<file path="src/rtl/zbuffer_pixel_writer.sv">
// Z-buffer write stage and framebuffer request queue, plus the per-frame depth clear sweep.
// Optional ZWRITER_STATS_EN adds pushed/dropped pixel counters on extra output ports.
module zbuffer_pixel_writer #(
    parameter int          SCREEN_WIDTH  = 320,
    parameter int          SCREEN_HEIGHT = 240,
    parameter int          FIFO_DEPTH    = 16,
    parameter logic [31:0] CLEAR_VALUE   = 32'd0
) (
    input  logic        i_clk,
    input  logic        i_rst,
    input  logic        i_write,
    input  logic [31:0] i_point,
    input  logic [31:0] i_zdata,
    input  logic [15:0] i_color,
    input  logic        i_clear,
    output logic        o_zbuffer_we,
    output logic [16:0] o_zbuffer_addr,
    output logic [31:0] o_zbuffer_data,
    output logic        o_fb_valid,
    input  logic        i_fb_ready,
    output logic [16:0] o_fb_addr,
    output logic [15:0] o_fb_data,
    output logic        o_busy,
    output logic        o_overflow
`ifdef ZWRITER_STATS_EN
    ,
    output logic [31:0] o_pix_count,
    output logic [31:0] o_drop_count
`endif
);

    localparam int NPIX = SCREEN_WIDTH * SCREEN_HEIGHT;
    localparam int PW   = $clog2(FIFO_DEPTH);

    typedef enum logic {S_IDLE, S_CLEAR} state_t;

    state_t        state_q;
    logic [16:0]   clr_q;
    logic          zwe_q, pix_vld_q, overflow_q;
    logic [16:0]   zaddr_q;
    logic [31:0]   zdata_q;

    logic [32:0]   fifo_mem [FIFO_DEPTH];
    logic [PW-1:0] wr_ptr_q, wr_ptr_d, rd_ptr_q, rd_ptr_d;
    logic [PW:0]   count_q, count_d;

    logic [15:0]   pt_x, pt_y;
    logic [16:0]   pix_addr;
    logic [32:0]   fifo_head;
    logic          in_range, accept, fifo_full, fifo_pop;
    logic          push_ok, drop_full, drop_clear;

    always_comb begin
        pt_x       = i_point[15:0];
        pt_y       = i_point[31:16];
        in_range   = (pt_x < 16'(SCREEN_WIDTH)) && (pt_y < 16'(SCREEN_HEIGHT));
        pix_addr   = 17'(pt_y) * 17'(SCREEN_WIDTH) + 17'(pt_x);
        accept     = (state_q == S_IDLE) && !i_clear && i_write && in_range;
        drop_clear = i_write && ((state_q == S_CLEAR) || i_clear);
        fifo_full  = (count_q == (PW+1)'(FIFO_DEPTH));
        fifo_pop   = o_fb_valid && i_fb_ready;
        // a pop in the same cycle frees the slot, so a full FIFO can still take the push
        push_ok    = accept && (!fifo_full || fifo_pop);
        drop_full  = accept && fifo_full && !fifo_pop;
    end

    always_ff @(posedge i_clk or posedge i_rst) begin
        if (i_rst) begin
            state_q    <= S_IDLE;
            clr_q      <= '0;
            zwe_q      <= 1'b0;
            pix_vld_q  <= 1'b0;
            zaddr_q    <= '0;
            zdata_q    <= '0;
            overflow_q <= 1'b0;
        end else begin
            zwe_q     <= 1'b0;
            pix_vld_q <= 1'b0;
            zaddr_q   <= '0;
            zdata_q   <= '0;
            if (i_clear) begin
                state_q <= S_CLEAR;
                clr_q   <= 17'd1;
                zwe_q   <= 1'b1;
                zdata_q <= CLEAR_VALUE;
            end else if (state_q == S_CLEAR) begin
                if (clr_q == 17'(NPIX)) begin
                    state_q <= S_IDLE;
                    clr_q   <= '0;
                end else begin
                    zwe_q   <= 1'b1;
                    zaddr_q <= clr_q;
                    zdata_q <= CLEAR_VALUE;
                    clr_q   <= clr_q + 17'd1;
                end
            end else if (accept) begin
                zwe_q     <= 1'b1;
                pix_vld_q <= 1'b1;
                zaddr_q   <= pix_addr;
                zdata_q   <= i_zdata;
            end

            if (i_clear)
                overflow_q <= drop_clear;
            else if (drop_clear || drop_full)
                overflow_q <= 1'b1;
        end
    end

    always_comb begin
        wr_ptr_d = wr_ptr_q;
        rd_ptr_d = rd_ptr_q;
        count_d  = count_q;
        if (push_ok)
            wr_ptr_d = wr_ptr_q + 1'b1;
        if (fifo_pop)
            rd_ptr_d = rd_ptr_q + 1'b1;
        case ({push_ok, fifo_pop})
            2'b10:   count_d = count_q + 1'b1;
            2'b01:   count_d = count_q - 1'b1;
            default: count_d = count_q;
        endcase
    end

    always_ff @(posedge i_clk or posedge i_rst) begin
        if (i_rst) begin
            wr_ptr_q <= '0;
            rd_ptr_q <= '0;
            count_q  <= '0;
        end else begin
            wr_ptr_q <= wr_ptr_d;
            rd_ptr_q <= rd_ptr_d;
            count_q  <= count_d;
        end
    end

    always_ff @(posedge i_clk) begin
        if (push_ok)
            fifo_mem[wr_ptr_q] <= {pix_addr, i_color};
    end

`ifdef ZWRITER_STATS_EN
    logic [31:0] pix_cnt_q, drop_cnt_q;

    always_ff @(posedge i_clk or posedge i_rst) begin
        if (i_rst) begin
            pix_cnt_q  <= '0;
            drop_cnt_q <= '0;
        end else if (i_clear) begin
            pix_cnt_q  <= '0;
            drop_cnt_q <= drop_clear ? 32'd1 : 32'd0;
        end else begin
            if (push_ok && (pix_cnt_q != 32'hFFFF_FFFF))
                pix_cnt_q <= pix_cnt_q + 32'd1;
            if ((drop_clear || drop_full) && (drop_cnt_q != 32'hFFFF_FFFF))
                drop_cnt_q <= drop_cnt_q + 32'd1;
        end
    end

    assign o_pix_count  = pix_cnt_q;
    assign o_drop_count = drop_cnt_q;
`endif

    assign fifo_head      = fifo_mem[rd_ptr_q];
    assign o_fb_valid     = (count_q != '0);
    assign o_fb_addr      = o_fb_valid ? fifo_head[32:16] : '0;
    assign o_fb_data      = o_fb_valid ? fifo_head[15:0] : '0;
    assign o_zbuffer_we   = zwe_q;
    assign o_zbuffer_addr = zaddr_q;
    assign o_zbuffer_data = zdata_q;
    assign o_overflow     = overflow_q;
    assign o_busy         = (state_q == S_CLEAR) || o_fb_valid || pix_vld_q;

endmodule

</file>
<file path="config.mk">
export PLATFORM = sky130hd
export DESIGN_NAME = zbuffer_pixel_writer
export DESIGN_NICKNAME = d
export VERILOG_FILES = /design/src/rtl/zbuffer_pixel_writer.sv
export SDC_FILE = /design/constraint.sdc
export NUM_CORES = 1
export LEC_CHECK = 0
export ABC_AREA = 1
export CAP_MARGIN = 20
export CORE_AREA = 3 3 272 327
export CTS_BUF_LIST = sky130_fd_sc_hd__clkbuf_16
export DETAILED_ROUTE_END_ITERATION = 10
export DIE_AREA = 0 0 275 330
export PLACE_DENSITY = 0.57
export SLEW_MARGIN = 20
export SYNTH_ARGS = -nofsm -noshare
export SYNTH_HDL_FRONTEND = slang
export SYNTH_SLANG_ARGS = --single-unit
</file>
<file path="constraint.sdc">
create_clock -name i_clk -period 3.3 [get_ports i_clk]
set_input_delay 0.66 -clock i_clk [delete_from_list [all_inputs] [get_ports i_clk]]
set_output_delay 0.66 -clock i_clk [all_outputs]
set_load 0.05 [all_outputs]
</file>
; ---- Word-level counts from Yosys, hierarchy flattened
; Memory sizes are Yosys's and may differ from the RTL's.
; Index checks and enable logic that the tools add are counted.
[op_classes]
add_sub_neg = 6
eq_ne = 4
n_mux = 25
bitwise = 1
order_cmp = 2
reduce_logical = 21
mul = 1
[ops]
columns = operator, count
row1 = two-way mux 17 bit, 8
row2 = two-way mux 32 bit, 3
row3 = adder 17 x 1 -> 17 bit (second input constant), 1
row4 = adder 17 x 16 -> 17 bit, 1
row5 = equality test 17 bit (second input constant), 1
row6 = less-than comparator 16 x 8 -> 1 bit (second input constant), 1
row7 = less-than comparator 16 x 9 -> 1 bit (second input constant), 1
row8 = multiplier 16 x 3 -> 11 bit (second input constant), 1
row9 = two-way mux 16 bit, 1
row10 = two-way mux 1 bit, 12
row11 = case mux 5 bit (2 select lines), 1
row12 = logical AND 1 bit, 9
row13 = adder 4 x 1 -> 4 bit (second input constant), 2
row14 = nonzero test 2 bit, 3
row15 = adder 5 x 1 -> 5 bit (second input constant), 1
row16 = equality test 5 bit (second input constant), 1
row17 = logical OR 1 bit, 5
row18 = nonzero test 5 bit, 1
row19 = subtractor 5 x 1 -> 5 bit (second input constant), 1
row20 = zero test 1 bit, 3
row21 = equality test 2 x 1 -> 1 bit (second input constant), 1
row22 = equality test 2 bit (second input constant), 1
row23 = inverter 1 bit, 1
[word_totals]
word_cells = 71
out_inout_bits = 86
n_memories = 1
ramBits = 528
inputBits = 85
regBits = 83
[mem_list]
columns = memory, words, width, read_ports, rd_clocked_by_memory_dff, wr, line_no
row1 = fifo_mem, 16, 33, 1, 0, 1, 43  ; logic [32:0] fifo_mem [FIFO_DEPTH];

; ---- Longest topological paths before layout
[logic_depth]
word_depth = 9
depth_mapped = 18

; ---- Worst setup path before layout
; OpenSTA, ideal clock, no wires.
[synth_timing]
path_kind = input -> register
from = input i_point[17]
to = memory fifo_mem[0][32], data pin
n_path_buf = 0
setup_time_ns = 0.297
setup_slack_ns = -0.047
t_arrival_ns = 3.050
path_stages = 16
t_required_ns = 3.003
path_cell_list = ha_1 -> ha_1 -> fa_1 -> nand3_1 -> nand2_1 -> nand2_1 -> nand2_1 -> a21oi_1 -> xnor2_1 -> ha_1 -> nand2_1 -> nor2_1 -> nand3_1 -> nand3_1 -> nand3_1 -> and2_1
[synth_between]
elab_chain_cells = 2
[synth_lines]
columns = item, line_no
row1 = "start, declared", 12  ; input logic [31:0] i_point,
row2 = multiplier 16 x 3 -> 11 bit, 57  ; pix_addr = 17'(pt_y) * 17'(SCREEN_WIDTH) + 17'(pt_x);
row3 = adder 17 x 16 -> 17 bit, 57
row4 = net pix_addr[16], 48  ; logic [16:0] pix_addr;
row5 = "end, declared", 43
; The timed path passes the listed nets, and every way through them passes these cells.

; ---- Final worst setup path
[layout_timing]
from = register rd_ptr_q[0]
to = output o_fb_addr[10]
[layout_between]
elab_chain_cells = 2
[layout_lines]
columns = item, line_no
row1 = "start, declared", 44  ; logic [PW-1:0] wr_ptr_q, wr_ptr_d, rd_ptr_q, rd_ptr_d;
row2 = "start signal, assigned", 132  ; rd_ptr_q <= rd_ptr_d;
row3 = memory read (16 x 33 bit), --
row4 = two-way mux 17 bit, 166  ; assign o_fb_addr = o_fb_valid ? fifo_head[32:16] : '0;
row5 = "end, declared", 21  ; output logic [16:0] o_fb_addr,
; No other way between the ends.

==> impl_summary.txt <==
----------------------------------------------------
[Clock network]
  Number of sinks on the clock net ... between 600 and 700
  H-tree level count ... 2
  Library cell used as clock root buffer ... clkbuf_16
  Maximum buffer depth of the clock tree ... 3
  Hold Buf Count CTS ... 0
  TritonCTS clock tree ... done
  Clock slew at the register clock pins of the worst setup and hold paths ... 0.06 ns
  Clock Latency Late Sink ... about 0.66 ns
  Inserted Clock Buffers ... ~60

[STA]
  Setup-failing EPs final ... 0
  Final period demand of the worst path ... about 3.2 ns
  Worst slew pin tran ... 0.934 ns
  Final Max Tran Viols ... 0
  Tcrit/Tclk final ... a little over nine tenths
  Top achievable clock speed ... 313 MHz
  Final count of hold timing violations ... 0
  Slack of the critical path ... 0.109 ns
  Slew HR ... 37.5%
  Clock skew after layout ... approximately 0.043 ns
  Post-route worst hold slack ... 0.358 ns

[Finish]
  Most used cells in the layout excluding fill and tap cells ... 665 x nand2_1, 528 x edfxtp_1, 445 x nand3_1, 136 x clkdlybuf4s50_1, 104 x inv_1
  Filler cells ... 8340
  Share of final-layout standard cells stronger than drive strength 1 ... 12.5%
  Most common cell after layout, fill and taps aside ... nand2_1
  Antenna Diode Count ... 0
  Area added between synthesis and finish ... 26.5%
  Number of nets in the final layout ... 2667

[Die]
  Rows ... 118
  Die height ... roughly 330 um
  Chip width ... around 280 um
  Initial core utilization ... between 20 and 30%
  Total I/O pin count ... around 170
  Overall die area ... between 0.09 and 0.1 sq mm
  Area of the core region ... between 0.08 and 0.09 sq mm

[Setup path]
  Required time reported for the critical path endpoint ... ~2.6 ns
  Setup Crit Path Kind ... flip-flop to primary output
  CP Data Arrival Time ... ~2.5 ns
  Endpoint kind of the worst setup timing path ... primary output
  Critical Path Fanout Max ... 16
  Kind of start point of the critical path ... flip-flop

[GRT]
  Met2 Resource Use GR ... 28.7%
  Pin count of the biggest net entering global routing ... 77
  Initial antenna violation count ... 2
  Global routing usage summed across all routing layers ... between 15 and 20%
  Total overflow reported by the global router ... 0
  Global-route layer with the greatest usage ... met2
  Vias in the first global route ... around 18000
  Wire length of the first global-routing pass ... 110000 um
  Met1 track utilization from global routing ... 20.1%
  GR met3 Demand/Resource ... 2.77%

[Drt]
  Initial drt markers ... roughly 1200
  Via density per instance ... roughly 4.8
  Final wirelength ... roughly 74000 um
  Number of vias after detailed routing ... between 15000 and 20000
  Number of nets still failing antenna checks after routing ... 0
  Mean routed wirelength per cell ... about 20 um
  Length of the first detailed-routing pass in iterations ... 8
  Residual DRC count ... 0

[Synth]
  Synthesized netlist net count ... between 2000 and 2500
  Share of flip-flops with an asynchronous set or reset after synthesis ... a little over an eighth
  Syn_area_per_cell ... about 11 sq um
  Number of flops mapped to enable cells by yosys ... between 500 and 600
  Number of synthesis warnings ... 0
  Number of library cell types mapped by synthesis ... 34
  Cell area after synthesis ... 0.0257 sq mm
  Top_reg_cell synth ... edfxtp_1
  Sequential share of the synthesized area ... 69.7%
  Number of instances in the synthesized netlist ... about 2300
  Seq cells post-synth ... 611

[Flow run]
  MaxCap Viol Count ... 0

[Pwr]
  VDD IR-drop max ... 0.575 mV
  Total power density per cell area ... approximately 840 mW/mm^2
  Static Leak ... around 12 nW

[Placed design]
  Worst slack, placed ... -0.732 ns
  Count of buffers from port buffering ... 170
  Gpl congestion ... roughly 0.85
  DP HPWL ... roughly 43000 um

[Status]
  Status ... completed

[Worst hold path]
  Worst Hold Class ... input pin to async pin

----------------------------------------------------
## per-layer routing
layer,up-vias,wire (um)
li1,8460,-
met1,8706,30700
met2,523,37800
met3,104,4240
met4,0,1680
met5,-,0
## final timing paths
check                                              from                          end  slack, ns  depth (start not counted)
worst max-delay path            rd_ptr_q[0]$_DFFE_PP0P_                o_fb_addr[10]       0.11                          9
worst min-delay path                              i_rst  o_zbuffer_data[6]$_DFF_PP0_       0.36                          2
worst max register to register   count_q[0]$_DFFE_PP0P_       count_q[4]$_DFFE_PP0P_       0.70                         14
worst min register to register    clr_q[14]$_DFFE_PP0P_        clr_q[14]$_DFFE_PP0P_       0.52                          2
max in group asynchronous                         i_rst      wr_ptr_q[0]$_DFFE_PP0P_       2.28                          3
min in group i_clk                           i_zdata[8]  o_zbuffer_data[8]$_DFF_PP0_       0.51                          3
## stage by stage
step           TNS (ns)  utilization, %  total power, mW  instance area (sq um)  std cells
3_3_place_gp     -65.50            35.0             20.1                  30200       3601
6_report              0            37.8             27.3                  32600       3731
4_1_cts               0            37.5             27.3                  32300       3723
5_1_grt         -0.0444            37.8             28.7                  32600       3731
3_5_place_dp     -68.26            35.0             20.1                  30200       3601
2_1_floorplan         0               -             15.3                  25700       2288
## registers in the layout, summed over array words and instances, names as in the netlist, 4 cells and up
signal / cells
o_zbuffer_data: 32
o_zbuffer_addr: 17
wr_ptr_q: 4
fifo_mem: 528
clr_q: 17
count_q: 5
rd_ptr_q: 4
## cell usage after synthesis (17+ instances only)
library cell	count	area [sq um]
nor2_1	79	297
xor2_1	17	149
nand2_1	667	2500
edfxtp_1	528	15900
o21a_1	33	248
buf_2	26	130
clkbuf_1	62	233
buf_1	27	101
a21oi_1	79	395
dfrtp_1	83	2080
inv_1	99	372
ha_1	37	463
o21ai_0	25	125
nand3_1	447	2240
## final cells by class
| type | count | area, sq um | share of cell area, % |
|---|---|---|---|
| Timing Repair inverter | 3 | 26.3 | 0.0807 |
| Multi-Input combinational cell | 1452 | 7100 | 21.8 |
| Inverter | 106 | 423 | 1.30 |
| Tap cell | 1140 | 1430 | 4.38 |
| Timing Repair Buffer | 309 | 3730 | 11.5 |
| Sequential cell | 611 | 17900 | 55.1 |
| Clock buffer | 59 | 1480 | 4.53 |
| Clock inverter | 51 | 435 | 1.34 |
## logic make-up (layout without fill, tap and decap cells)
| group | count (synthesis) | count (layout) | synth area share (%) |
|---|---|---|---|
| flops | 611 | 611 | 69.7 |
| buf+inv | 226 | 528 | 3.54 |
| xor+xnor | 23 | 23 | 0.783 |
| fa+ha+maj | 40 | 40 | 2.03 |
| simple gates | 1233 | 1234 | 20.5 |
| compound gates | 155 | 155 | 3.43 |
## where the power goes
part / switching [mW] / internal, mW / total (mW)
Combinational: 7.35 / 4.53 / 11.9
Sequential: 0.0895 / 8.71 / 8.80
Clock: 3.00 / 3.67 / 6.67
## critical path, stage by stage (launching register included)
cell and delay (ns):
dfrtp_4 0.50, buf_8 0.18, inv_6 0.14, buf_4 0.23, nand2_1 0.07, nand3_1 0.07
nand3_1 0.08, a21oi_1 0.18, o21a_1 0.25, buf_12 0.16
## repair_timing
action,CTS,global route
gates cloned,6,5
endpoints found under the setup margin,58,126
pin swaps,3,7
buffers inserted,6,3
resized for setup,23,27
(Power assumes the default switching activity.)
